$ cat src/rtl/fetch_ctrl_if.sv
// -----------------------------------------------------------------------------
// fetch_ctrl_if
//   Bundles the fetch sequencer's bus signals: the instruction-memory address
//   and data pair, the decode-side valid/ready slot, the branch redirect
//   request, and the start/halt control pair.
//   Signal suffixes are taken from the fetch_ctrl side (_pi into fetch_ctrl,
//   _po out of fetch_ctrl).
//
// Modports
//   master : fetch_ctrl side (drives PC, slot and halt status)
//   slave  : environment side (memory, decode, branch unit, start control)
// -----------------------------------------------------------------------------
interface fetch_ctrl_if;
    logic        start_pi;
    logic [15:0] imem_pc_po;
    logic [15:0] imem_instr_pi;
    logic [15:0] instr_po;
    logic [15:0] instr_pc_po;
    logic        instr_valid_po;
    logic        instr_ready_pi;
    logic        redirect_pi;
    logic [15:0] redirect_pc_pi;
    logic        halted_po;

    modport master (
        input  start_pi,
        output imem_pc_po,
        input  imem_instr_pi,
        output instr_po,
        output instr_pc_po,
        output instr_valid_po,
        input  instr_ready_pi,
        input  redirect_pi,
        input  redirect_pc_pi,
        output halted_po
    );

    modport slave (
        output start_pi,
        input  imem_pc_po,
        output imem_instr_pi,
        input  instr_po,
        input  instr_pc_po,
        input  instr_valid_po,
        output instr_ready_pi,
        output redirect_pi,
        output redirect_pc_pi,
        input  halted_po
    );
endinterface

$ cat src/rtl/fetch_ctrl.sv
// -----------------------------------------------------------------------------
// fetch_ctrl
//   Instruction-fetch sequencer sitting between the PC and a combinational
//   instruction memory. Owns the PC (driven straight out as the memory
//   address), registers each returned word into a one-entry valid/ready slot
//   for decode, and handles stall, branch redirect (flush) and HALT detection.
//
// Ports
//   clk_pi          in   clock, all state updates on posedge
//   reset_pi        in   synchronous active-high reset
//   bus             fetch_ctrl_if.master:
//                     start_pi, imem_pc_po, imem_instr_pi, instr_po,
//                     instr_pc_po, instr_valid_po, instr_ready_pi,
//                     redirect_pi, redirect_pc_pi, halted_po
//   fetch_count_po  out  captures performed (FETCH_PERF_EN only, saturating)
//   stall_count_po  out  FETCH cycles with valid & !ready (FETCH_PERF_EN only)
//
// Configuration
//   FETCH_PERF_EN   when defined, adds the two saturating perf counters and
//                   the CNT_W parameter; otherwise neither exists.
// -----------------------------------------------------------------------------
module fetch_ctrl #(
    parameter logic [15:0] RESET_PC    = 16'h0000,
    parameter int unsigned PC_STEP     = 2,
    parameter logic [15:0] HALT_OPCODE = 16'hFFFF
`ifdef FETCH_PERF_EN
   ,parameter int unsigned CNT_W       = 16
`endif
) (
    input  logic              clk_pi,
    input  logic              reset_pi,
    fetch_ctrl_if.master      bus
`ifdef FETCH_PERF_EN
   ,output logic [CNT_W-1:0]  fetch_count_po
   ,output logic [CNT_W-1:0]  stall_count_po
`endif
);

    typedef enum logic [1:0] {
        ST_IDLE  = 2'd0,
        ST_FETCH = 2'd1,
        ST_HALT  = 2'd2
    } state_t;

    state_t      state_q, state_d;
    logic [15:0] pc_q, pc_d;
    logic [15:0] instr_q, instr_d;
    logic [15:0] instr_pc_q, instr_pc_d;
    logic        valid_q, valid_d;
    logic        halted_q, halted_d;

    logic        slot_free;
    logic        capture;
    logic        word_is_halt;

    // Next-state logic. Redirect outranks everything in FETCH; an accept on
    // the same edge still completes because decode sampled valid & ready.
    always_comb begin
        state_d    = state_q;
        pc_d       = pc_q;
        instr_d    = instr_q;
        instr_pc_d = instr_pc_q;
        valid_d    = valid_q;
        halted_d   = halted_q;

        slot_free    = !valid_q || bus.instr_ready_pi;
        word_is_halt = (bus.imem_instr_pi == HALT_OPCODE);
        capture      = 1'b0;

        case (state_q)
            ST_IDLE: begin
                if (bus.start_pi) begin
                    state_d = ST_FETCH;
                end
            end

            ST_FETCH: begin
                if (bus.redirect_pi) begin
                    // Target is halfword aligned; bit 0 is discarded.
                    pc_d    = bus.redirect_pc_pi & 16'hFFFE;
                    valid_d = 1'b0;
                end else if (slot_free) begin
                    capture    = 1'b1;
                    instr_d    = bus.imem_instr_pi;
                    instr_pc_d = pc_q;
                    valid_d    = 1'b1;
                    if (word_is_halt) begin
                        // PC stays on the HALT word so the address is frozen.
                        state_d  = ST_HALT;
                        halted_d = 1'b1;
                    end else begin
                        pc_d = pc_q + 16'(PC_STEP);
                    end
                end
            end

            ST_HALT: begin
                if (valid_q && bus.instr_ready_pi) begin
                    valid_d = 1'b0;
                end
            end

            default: begin
                state_d = ST_IDLE;
            end
        endcase
    end

    always_ff @(posedge clk_pi) begin
        if (reset_pi) begin
            state_q    <= ST_IDLE;
            pc_q       <= RESET_PC;
            instr_q    <= 16'h0000;
            instr_pc_q <= 16'h0000;
            valid_q    <= 1'b0;
            halted_q   <= 1'b0;
        end else begin
            state_q    <= state_d;
            pc_q       <= pc_d;
            instr_q    <= instr_d;
            instr_pc_q <= instr_pc_d;
            valid_q    <= valid_d;
            halted_q   <= halted_d;
        end
    end

    assign bus.imem_pc_po     = pc_q;
    assign bus.instr_po       = instr_q;
    assign bus.instr_pc_po    = instr_pc_q;
    assign bus.instr_valid_po = valid_q;
    assign bus.halted_po      = halted_q;

`ifdef FETCH_PERF_EN
    logic [CNT_W-1:0] fetch_cnt_q, fetch_cnt_d;
    logic [CNT_W-1:0] stall_cnt_q, stall_cnt_d;
    logic             stall_event;

    function automatic logic [CNT_W-1:0] sat_inc(input logic [CNT_W-1:0] v);
        return (&v) ? v : v + 1'b1;
    endfunction

    always_comb begin
        stall_event = (state_q == ST_FETCH) && valid_q && !bus.instr_ready_pi;
        fetch_cnt_d = capture     ? sat_inc(fetch_cnt_q) : fetch_cnt_q;
        stall_cnt_d = stall_event ? sat_inc(stall_cnt_q) : stall_cnt_q;
    end

    always_ff @(posedge clk_pi) begin
        if (reset_pi) begin
            fetch_cnt_q <= '0;
            stall_cnt_q <= '0;
        end else begin
            fetch_cnt_q <= fetch_cnt_d;
            stall_cnt_q <= stall_cnt_d;
        end
    end

    assign fetch_count_po = fetch_cnt_q;
    assign stall_count_po = stall_cnt_q;
`else
    // Capture strobe only feeds the perf counters.
    logic unused_capture;
    assign unused_capture = capture;
`endif

endmodule

$ cat src/flat_wrapper.sv
// flat-port wrapper written by rule: the top's interface ports become plain ports
module fetch_ctrl_flat 
#(
    parameter logic [15:0] RESET_PC    = 16'h0000,
    parameter int unsigned PC_STEP     = 2,
    parameter logic [15:0] HALT_OPCODE = 16'hFFFF

)
  (clk_pi, reset_pi, bus_start_pi, bus_imem_pc_po, bus_imem_instr_pi, bus_instr_po, bus_instr_pc_po, bus_instr_valid_po, bus_instr_ready_pi, bus_redirect_pi, bus_redirect_pc_pi, bus_halted_po);
  fetch_ctrl_if bus_i ();
  input  logic clk_pi;
  input  logic reset_pi;
  input wire logic [$bits(bus_i.start_pi)-1:0] bus_start_pi;
  output wire logic [$bits(bus_i.imem_pc_po)-1:0] bus_imem_pc_po;
  input wire logic [$bits(bus_i.imem_instr_pi)-1:0] bus_imem_instr_pi;
  output wire logic [$bits(bus_i.instr_po)-1:0] bus_instr_po;
  output wire logic [$bits(bus_i.instr_pc_po)-1:0] bus_instr_pc_po;
  output wire logic [$bits(bus_i.instr_valid_po)-1:0] bus_instr_valid_po;
  input wire logic [$bits(bus_i.instr_ready_pi)-1:0] bus_instr_ready_pi;
  input wire logic [$bits(bus_i.redirect_pi)-1:0] bus_redirect_pi;
  input wire logic [$bits(bus_i.redirect_pc_pi)-1:0] bus_redirect_pc_pi;
  output wire logic [$bits(bus_i.halted_po)-1:0] bus_halted_po;
  assign bus_i.start_pi = bus_start_pi;
  assign bus_imem_pc_po = bus_i.imem_pc_po;
  assign bus_i.imem_instr_pi = bus_imem_instr_pi;
  assign bus_instr_po = bus_i.instr_po;
  assign bus_instr_pc_po = bus_i.instr_pc_po;
  assign bus_instr_valid_po = bus_i.instr_valid_po;
  assign bus_i.instr_ready_pi = bus_instr_ready_pi;
  assign bus_i.redirect_pi = bus_redirect_pi;
  assign bus_i.redirect_pc_pi = bus_redirect_pc_pi;
  assign bus_halted_po = bus_i.halted_po;
  fetch_ctrl #(.RESET_PC(RESET_PC), .PC_STEP(PC_STEP), .HALT_OPCODE(HALT_OPCODE)) u_core (.clk_pi(clk_pi), .reset_pi(reset_pi), .bus(bus_i));
endmodule
$ cat config.mk
export PLATFORM = sky130hd
export DESIGN_NAME = fetch_ctrl_flat
export DESIGN_NICKNAME = d
export VERILOG_FILES = /design/src/rtl/fetch_ctrl_if.sv /design/src/rtl/fetch_ctrl.sv /design/src/flat_wrapper.sv
export SDC_FILE = /design/constraint.sdc
export NUM_CORES = 1
export LEC_CHECK = 0
export ABC_CLOCK_PERIOD_IN_PS = 3300
export CAP_MARGIN = 30
export CORE_MARGIN = 3
export CORE_UTILIZATION = 47
export DETAILED_ROUTE_END_ITERATION = 8
export PLACE_DENSITY = 0.95
export SYNTH_ARGS = -nofsm -noshare
export SYNTH_HDL_FRONTEND = slang
export SYNTH_SLANG_ARGS = --single-unit
export TNS_END_PERCENT = 5
$ cat constraint.sdc
create_clock -name clk_pi -period 3.3 [get_ports clk_pi]
set_input_delay 0.66 -clock clk_pi [delete_from_list [all_inputs] [get_ports clk_pi]]
set_output_delay 0.66 -clock clk_pi [all_outputs]
set_load 0.03 [all_outputs]
==> tab_implementation.tex, run 1 <==
\begin{tabular}{lr}
\hline
Metric & Value \\
\hline
\multicolumn{2}{l}{\textbf{CTS}} \\
Number of setup buffers added after CTS & 0 \\
Clock sink total & 50 \\
Count of instances resized after the clock tree is built & 0 \\
Clk slew on worst S/H paths & about 0.090 ns \\
Clock H-tree levels & 2 \\
Clock latency on the worst-skew pair & 0.31 ns \\
Number of clock buffers inserted by TritonCTS & 5 \\
TritonCTS clock tree & yes \\
Hold buffer count at CTS & 0 \\
Buffer levels on the longest clock path & 2 \\
Clock root buffer & sky130\_fd\_sc\_hd\_\_clkbuf\_8 \\
\multicolumn{2}{l}{\textbf{Critical path}} \\
Longest individual stage delay on the worst path & 0.50 ns \\
Reg2Reg Depth & 6 \\
Buffers and inverters on the worst path & 1 \\
Top cell family by delay on the critical path & simple AND/OR/NAND/NOR gates \\
Class of the most critical setup path & input port to register \\
Crit path cell chain & clkdlybuf4s50\_1, nand4\_1, nor4\_4, o31a\_2, or3\_1, a31oi\_1 \\
Crit path arrival time & 2.38 ns \\
Crit path launch type & input port \\
Crit-path slowest cell & sky130\_fd\_sc\_hd\_\_clkdlybuf4s50\_1 \\
Worst setup slack for register-to-register paths & roughly 1.6 ns \\
Crit Reg-Reg Endpoint & u\_core.bus.imem\_pc\_po[13]\$\_SDFFE\_PP0P\_ \\
Kind of end point of the critical path & register \\
Worst r2r src & u\_core.bus.imem\_pc\_po[1]\$\_SDFFE\_PP0P\_ \\
Top fanout value on the critical path & 14 \\
CP Data Required Time & 3.45 ns \\
\multicolumn{2}{l}{\textbf{Timing}} \\
Number of pins exceeding their max-slew limit in the final report & 0 \\
Final number of setup-violating endpoints & 0 \\
Transition time of the tightest slew-check pin & 0.910 ns \\
Final cycle utilization of the critical path & 0.678 \\
Minimum clock period & 2.24 ns \\
Final worst clock skew & $\sim$0.011 ns \\
Slew HR & 0.394 \\
Final Hold Vio Count & 0 \\
Achievable clock frequency & 0.447 GHz \\
Sum Neg Setup Slack & 0 ns \\
Worst Setup Slack, final & 1.06 ns \\
Unrepaired setup endpoints after global routing & no \\
\multicolumn{2}{l}{\textbf{Synthesis}} \\
Number of unique standard cell types used by synthesis & 43 \\
Share of Yosys cell area claimed by the top area cell type & 0.435 \\
Seq/Total Area, Yosys & 0.435 \\
Number of cells produced by synthesis & 298 \\
Syn\_area\_per\_cell & slightly below 8 sq um \\
Most area-consuming cells after synthesis & sky130\_fd\_sc\_hd\_\_dfxtp\_1, sky130\_fd\_sc\_hd\_\_nand2\_1, sky130\_fd\_sc\_hd\_\_a21oi\_1, sky130\_fd\_sc\_hd\_\_nor2\_1, sky130\_fd\_sc\_hd\_\_buf\_2 \\
Cell area after synthesis & 2300 sq um \\
Number of warnings reported in the yosys synthesis log & 0 \\
Cell type with the largest total area after synthesis & sky130\_fd\_sc\_hd\_\_dfxtp\_1 \\
Synthesis-stage register bit count & 50 \\
\multicolumn{2}{l}{\textbf{Placed design}} \\
Placed cell areas & approximately 3100 sq um \\
HPWL reported at the end of detailed placement & 4370 um \\
Routability Congestion & 0.805 \\
Dpl ws & 0.758 ns \\
Port bufs & 83 \\
\multicolumn{2}{l}{\textbf{Layout}} \\
Most frequent standard cell in the layout excluding fill and tap cells & sky130\_fd\_sc\_hd\_\_nand2\_1 \\
Number of antenna repair diodes & 0 \\
Layout overhead on the synthesized area & 41.5\% \\
Final core utilization & 0.719 \\
NumNets Final & 408 \\
Non-Filler Cell Area, Final & 3260 sq um \\
Proportion of layout cells with a drive suffix above 1 & 0.0620 \\
Filler cells & 374 \\
Most frequent cells in the layout & sky130\_fd\_sc\_hd\_\_nand2\_1, sky130\_fd\_sc\_hd\_\_clkdlybuf4s50\_1, sky130\_fd\_sc\_hd\_\_dfxtp\_1 \\
\multicolumn{2}{l}{\textbf{Routing}} \\
Routed WL & between 6000 and 7000 um \\
Number of nets with antenna violations after routing & 0 \\
Average vias per placed instance & roughly 5.3 \\
Count of routing violations after the opening detailed-route iteration & 170 \\
Number of design rule violations left after detail routing & 0 \\
Vias after detailed routing & approximately 2,300 \\
Post-DR wirelength/cell & 14.3 um \\
DR pass1 iterations & 4 \\
\multicolumn{2}{l}{\textbf{GRT}} \\
GRT Resource Usage Total & 0.216 \\
GRT Residual Overflow & 0 \\
First-pass GRT wire length & 10,300 um \\
Largest net degree at the start of global routing & 52 \\
Antenna violations before repair & 0 \\
Number of global-route vias before repair & 2,130 \\
\multicolumn{2}{l}{\textbf{Worst hold path}} \\
Beginning of the worst hold path & u\_core.bus.instr\_po[6]\$\_SDFFE\_PP0P\_ \\
Number of cells traversed by the worst hold path & 2 \\
Type of the tightest min-delay check & register to register \\
Sink of the worst hold path & u\_core.bus.instr\_po[6]\$\_SDFFE\_PP0P\_ \\
\multicolumn{2}{l}{\textbf{Floorplan}} \\
Horizontal extent of the die & about 76 um \\
Die Outline Area & approximately 5800 sq um \\
Top Ports & 87 \\
Die Y & between 70 and 80 um \\
Core Rows & 24 \\
Initial cell density of the core & 0.508 \\
Core region area & 4530 sq um \\
\multicolumn{2}{l}{\textbf{Power}} \\
Highest ir drop seen on vdd & 318 uV \\
Total power draw & 1.40 mW \\
Pwr per Cell Area & roughly 430 nW/um\^{}2 \\
Pleak & 1.12 nW \\
\multicolumn{2}{l}{\textbf{Outcome}} \\
Run status & complete, no violations \\
\multicolumn{2}{l}{\textbf{Job}} \\
Maximum capacitance violations & 0 \\
\hline
\end{tabular}
stage by stage:
| step | hold slack (ns) | std cells |
|---|---|---|
| after floorplan | 0.535 | 299 |
| after detailed placement | 0.446 | 428 |
| final | 0.458 | 436 |
| after CTS | 0.460 | 436 |
| after global routing | 0.476 | 436 |
| after global placement | 0.441 | 428 |
metal layers:
| metal | wire, um | track usage | vias to the layer above |
|---|---|---|---|
| met5 | 0 | 0 | - |
| met4 | 123 | 0.0888 | 0 |
| met3 | 358 | 0.0615 | 8 |
| met2 | 3110 | 0.347 | 81 |
| met1 | 2630 | 0.272 | 1059 |
| li1 | - | - | 1176 |
synth_stat cells (all sizes together):
cell and number:
nand2 88, dfxtp 50, a21oi 45, nor2 18, buf 15, o21ai 11
clkbuf 7, a31oi 6, nand4 6, nand3 5, nor3 5, a22o 4
o31ai 4, a211oi 3, a21o 3, and3 3, nand2b 3, o41ai 3
mux2i 2, nor2b 2, or3 2, a311o 1, a31o 1, and2 1
and2b 1, and3b 1, and4 1, conb 1, ha 1, inv 1
nor4 1, o22a 1, o2bb2ai 1, o31a 1
area by class of cell:
| class | count | area (sq um) | share of cell area |
|---|---|---|---|
| repair buffers | 86 | 861 | 0.264 |
| inverters | 1 | 3.75 | 0.00115 |
| flip-flops and latches | 50 | 1000 | 0.307 |
| multi-input cells | 226 | 1190 | 0.367 |
| clock inverters | 3 | 47.5 | 0.0146 |
| clock buffers | 5 | 68.8 | 0.0211 |
| well taps | 65 | 81.3 | 0.0250 |
report_power, final:
part | switching [mW] | internal (mW)
clock network | 0.208 | 0.230
registers | 0.0351 | 0.633
logic | 0.167 | 0.132
total | 0.410 | 0.995
worst reg2reg max path: cells and delay by family (launching register included):
| kind | cells | cell delay, ns |
|---|---|---|
| flip-flops | 1 | 0.47 |
| AND/OR/NAND/NOR | 2 | 0.51 |
| AO/OA/AOI/OAI | 3 | 0.34 |
| adder cells (fa/ha/maj) | 1 | 0.26 |
registers in the layout, indices dropped and copies added (netlist names):
signal                     cells
u_core.bus.instr_po           16
u_core.state_q                 2
u_core.bus.imem_pc_po         15
u_core.bus.instr_pc_po        15
u_core.bus.halted_po           1
u_core.bus.instr_valid_po      1
worst max path at each step:
stage / from / end / slack [ns] / cells after the start
3_5_place_dp: bus_imem_instr_pi[10] / u_core.bus.imem_pc_po[1]$_SDFFE_PP0P_ / 0.76 / 6
4_1_cts: bus_imem_instr_pi[10] / u_core.bus.imem_pc_po[11]$_SDFFE_PP0P_ / 1.07 / 6
5_1_grt: bus_imem_instr_pi[9] / u_core.bus.imem_pc_po[11]$_SDFFE_PP0P_ / 0.95 / 6
6_report: bus_imem_instr_pi[10] / u_core.bus.imem_pc_po[1]$_SDFFE_PP0P_ / 1.06 / 6
2_1_floorplan: bus_imem_instr_pi[10] / u_core.bus.imem_pc_po[12]$_SDFFE_PP0P_ / 1.53 / 6
3_3_place_gp: bus_imem_instr_pi[14] / u_core.bus.imem_pc_po[1]$_SDFFE_PP0P_ / 0.83 / 6
cells by family after synthesis:
kind of cell	after synthesis	share of synthesized area
and+or+nand+nor	137	0.270
adders and majority gates	1	0.00543
other	1	0.00163
muxes	2	0.00870
AOI/OAI and AO/OA	84	0.230
buffers and inverters	23	0.0500
DFF	50	0.435
Note: power is estimated with default switching activity, not from simulation.
==> inputs of run 2 (changes only) <==
--- a/config.mk
+++ b/config.mk
@@ -5,12 +5,12 @@
 export SDC_FILE = /design/constraint.sdc
 export NUM_CORES = 1
 export LEC_CHECK = 0
-export ABC_CLOCK_PERIOD_IN_PS = 3300
+export ABC_CLOCK_PERIOD_IN_PS = 1800
 export CAP_MARGIN = 30
 export CORE_MARGIN = 3
-export CORE_UTILIZATION = 47
+export CORE_UTILIZATION = 40
 export DETAILED_ROUTE_END_ITERATION = 8
-export PLACE_DENSITY = 0.95
+export PLACE_DENSITY = 0.87
 export SYNTH_ARGS = -nofsm -noshare
 export SYNTH_HDL_FRONTEND = slang
 export SYNTH_SLANG_ARGS = --single-unit
==> constraint.sdc (replaced) <==
create_clock -name clk_pi -period 1.8 [get_ports clk_pi]
set_input_delay 0.36 -clock clk_pi [delete_from_list [all_inputs] [get_ports clk_pi]]
set_output_delay 0.36 -clock clk_pi [all_outputs]
set_load 0.03 [all_outputs]
==> run 2 against run 1 <==
Combinational power increased by 110%. Highest routed layer unchanged. Count of clock-buffer cells in the layout is 1 higher. Via count grew 4.4%. Register-to-register slack lost 1.5 ns. Hold slack worse by 0.12 ns. Die area grew 16%. Clock power is 61% higher. First-iteration DRC count is 16% lower. Non-clock buffer count increased by 12. Setup slack got worse by 1.0 ns. Routed wire length increased by 2.2%. Final area is 5.0% higher.
==> tab_implementation.tex, run 2 (synthesized netlist as in run 1, its figures left out) <==
\begin{tabular}{lr}
\hline
Metric & Value \\
\hline
\multicolumn{2}{l}{\textbf{Outcome}} \\
Run status & complete, no violations \\
\multicolumn{2}{l}{\textbf{Layout}} \\
Most frequent cells in the layout & sky130\_fd\_sc\_hd\_\_nand2\_1, sky130\_fd\_sc\_hd\_\_clkdlybuf4s50\_1, sky130\_fd\_sc\_hd\_\_dfxtp\_1 \\
Filler cells & 478 (+28\%) \\
NumNets Final & 420 (+2.9\%) \\
Final instance count without filler cells & 453 (+3.9\%) \\
Most frequent standard cell in the layout excluding fill and tap cells & sky130\_fd\_sc\_hd\_\_nand2\_1 \\
Number of antenna repair diodes & 0 (unchanged) \\
Proportion of layout cells with a drive suffix above 1 & 0.104 (+0.0424) \\
Final core utilization & 0.641 (-0.0774) \\
Layout overhead on the synthesized area & 48.6\% \\
Largest register FFs & 16 (unchanged) \\
\multicolumn{2}{l}{\textbf{Critical path}} \\
Top cell family by delay on the critical path & buffers and inverters \\
Worst setup slack for register-to-register paths & 0.10 ns (-1.47 ns) \\
Crit-path slowest cell & sky130\_fd\_sc\_hd\_\_clkdlybuf4s50\_1 \\
Longest individual stage delay on the worst path & 0.49 ns (about the same) \\
Class of the most critical setup path & input port to register \\
Crit path cell chain & clkdlybuf4s50\_1, nand4\_2, nor4\_4, o31a\_2, clkbuf\_16, o21ai\_1, a21oi\_1 \\
Buffers and inverters on the worst path & 2 (+1) \\
Top fanout value on the critical path & 6 (-8) \\
Crit path launch type & input port \\
Crit path arrival time & 2.00 ns (-0.38 ns) \\
CP Data Required Time & 2.04 ns (-1.41 ns) \\
Kind of end point of the critical path & register \\
\multicolumn{2}{l}{\textbf{GRT}} \\
GRT Residual Overflow & 0 (unchanged) \\
Antenna violations before repair & 0 (unchanged) \\
Largest net degree at the start of global routing & 38 (-27\%) \\
First-pass GRT wire length & 10,400 um (+1.1\%) \\
Number of global-route vias before repair & 2,239 (+5.1\%) \\
GRT Resource Usage Total & 0.196 (-0.0198) \\
\multicolumn{2}{l}{\textbf{Floorplan}} \\
Core region area & 5340 sq um (+18\%) \\
Initial cell density of the core & 0.432 (-0.0762) \\
Die Outline Area & 6700 sq um (+16\%) \\
Top Ports & 87 (unchanged) \\
Horizontal extent of the die & 81.9 um (+7.7\%) \\
Die Y & 81.9 um (+7.7\%) \\
Core Rows & 26 (+8.3\%) \\
\multicolumn{2}{l}{\textbf{CTS}} \\
Buffer levels on the longest clock path & 2 (unchanged) \\
Clk slew on worst S/H paths & 0.10 ns (about the same) \\
Clock latency on the worst-skew pair & 0.30 ns (about the same) \\
Hold buffer count at CTS & 0 (unchanged) \\
Clock sink total & 50 (unchanged) \\
Clock H-tree levels & 2 (unchanged) \\
Number of clock buffers inserted by TritonCTS & 5 (unchanged) \\
Clock root buffer & sky130\_fd\_sc\_hd\_\_clkbuf\_8 \\
TritonCTS clock tree & yes \\
\multicolumn{2}{l}{\textbf{Timing}} \\
Final Hold Vio Count & 0 (unchanged) \\
Final worst clock skew & 0.00954 ns (-0.00133 ns) \\
Final cycle utilization of the critical path & 0.979 \\
Final number of setup-violating endpoints & 0 (unchanged) \\
Minimum clock period & around 1.8 ns \\
Unrepaired setup endpoints after global routing & yes \\
Worst Setup Slack, final & 0.0378 ns (-1.03 ns) \\
Number of pins exceeding their max-slew limit in the final report & 0 (unchanged) \\
Achievable clock frequency & approximately 0.57 GHz \\
Final-layout worst hold slack & 0.340 ns (-0.118 ns) \\
\multicolumn{2}{l}{\textbf{Placed design}} \\
Routability Congestion & 0.834 (+3.6\%) \\
HPWL reported at the end of detailed placement & 4500 um (+2.9\%) \\
Total instance count after detailed placement & 443 (+3.5\%) \\
Port bufs & 83 (unchanged) \\
Dpl ws & -0.323 ns (-1.08 ns) \\
\multicolumn{2}{l}{\textbf{Routing}} \\
Routed WL & 6360 um (+2.2\%) \\
Count of routing violations after the opening detailed-route iteration & 142 (-16\%) \\
Average vias per placed instance & 5.36 (+0.51\%) \\
Vias after detailed routing & 2,427 (+4.4\%) \\
Post-DR wirelength/cell & 14.0 um (-1.6\%) \\
DR pass1 iterations & 4 (unchanged) \\
Number of design rule violations left after detail routing & 0 (unchanged) \\
Number of nets with antenna violations after routing & 0 (unchanged) \\
\multicolumn{2}{l}{\textbf{Power}} \\
Pwr per Cell Area & 744 nW/um\^{}2 (+73\%) \\
Pleak & 1.37 nW (+22\%) \\
Highest ir drop seen on vdd & 481 uV (+51\%) \\
Total power draw & 2.55 mW (+81\%) \\
\multicolumn{2}{l}{\textbf{Worst hold path}} \\
Type of the tightest min-delay check & input port to register \\
\multicolumn{2}{l}{\textbf{Job}} \\
Maximum capacitance violations & 0 (unchanged) \\
\hline
\end{tabular}
[run 2: timing repair]
item,CTS,global route
gates cloned,0,1
pin swaps,0,6
gates resized for setup,12,16
buffers inserted,0,1
setup endpoints to repair,13,11
[run 2: worst reg2reg max path: cells and delay by family (launching register included)]
kind	cells	cell delay, ns
DFF	1	0.45
AOI/OAI and AO/OA	3	0.35
and+or+nand+nor	2	0.53
adders and majority gates	1	0.26
[run 2: path summary, 6_finish.rpt]
path | cells past startpoint | from | endpoint
worst max-delay path | 7 | bus_imem_instr_pi[13] | u_core.bus.imem_pc_po[4]$_SDFFE_PP0P_
worst min register to register | 2 | u_core.bus.instr_po[0]$_SDFFE_PP0P_ | u_core.bus.instr_po[0]$_SDFFE_PP0P_
worst min-delay path | 3 | bus_imem_instr_pi[8] | u_core.bus.instr_po[8]$_SDFFE_PP0P_
worst max register to register | 6 | u_core.bus.imem_pc_po[2]$_SDFFE_PP0P_ | u_core.bus.imem_pc_po[13]$_SDFFE_PP0P_
[run 2: per-layer routing]
metal	wire length, um	up-vias	track usage	part of all wire
li1	-	1198	-	-
met1	2760	1134	0.255	0.43
met2	3110	85	0.326	0.49
met3	393	10	0.0450	0.062
met4	93	0	0.0498	0.015
met5	0	-	0	0
[run 2: per-stage QoR]
step                instance area [sq um]  setup TNS [ns]
floorplan                            2310               0
global placement                     3260           -4.31
detailed placement                   3260           -5.07
CTS                                  3340       -0.000722
global route                         3420         -0.0199
finish                               3420               0
[run 2: layout make-up]
cell class | count | area, sq um | area share
multi-input combinational | 226 | 1210 | 0.354
timing repair buffer | 98 | 1020 | 0.298
sequential | 50 | 1000 | 0.293
tap | 70 | 87.6 | 0.0256
clock buffer | 6 | 82.6 | 0.0241
clock inverter | 2 | 16.3 | 0.00475
inverter | 1 | 3.75 | 0.00110
[run 2: power by group]
group | switching (mW) | total [mW] | internal (mW) | leakage, nW
combinational | 0.330 | 0.617 | 0.287 | 0.915
clock | 0.389 | 0.706 | 0.317 | 0.0478
sequential | 0.0624 | 1.22 | 1.16 | 0.406
total | 0.782 | 2.55 | 1.76 | 1.37
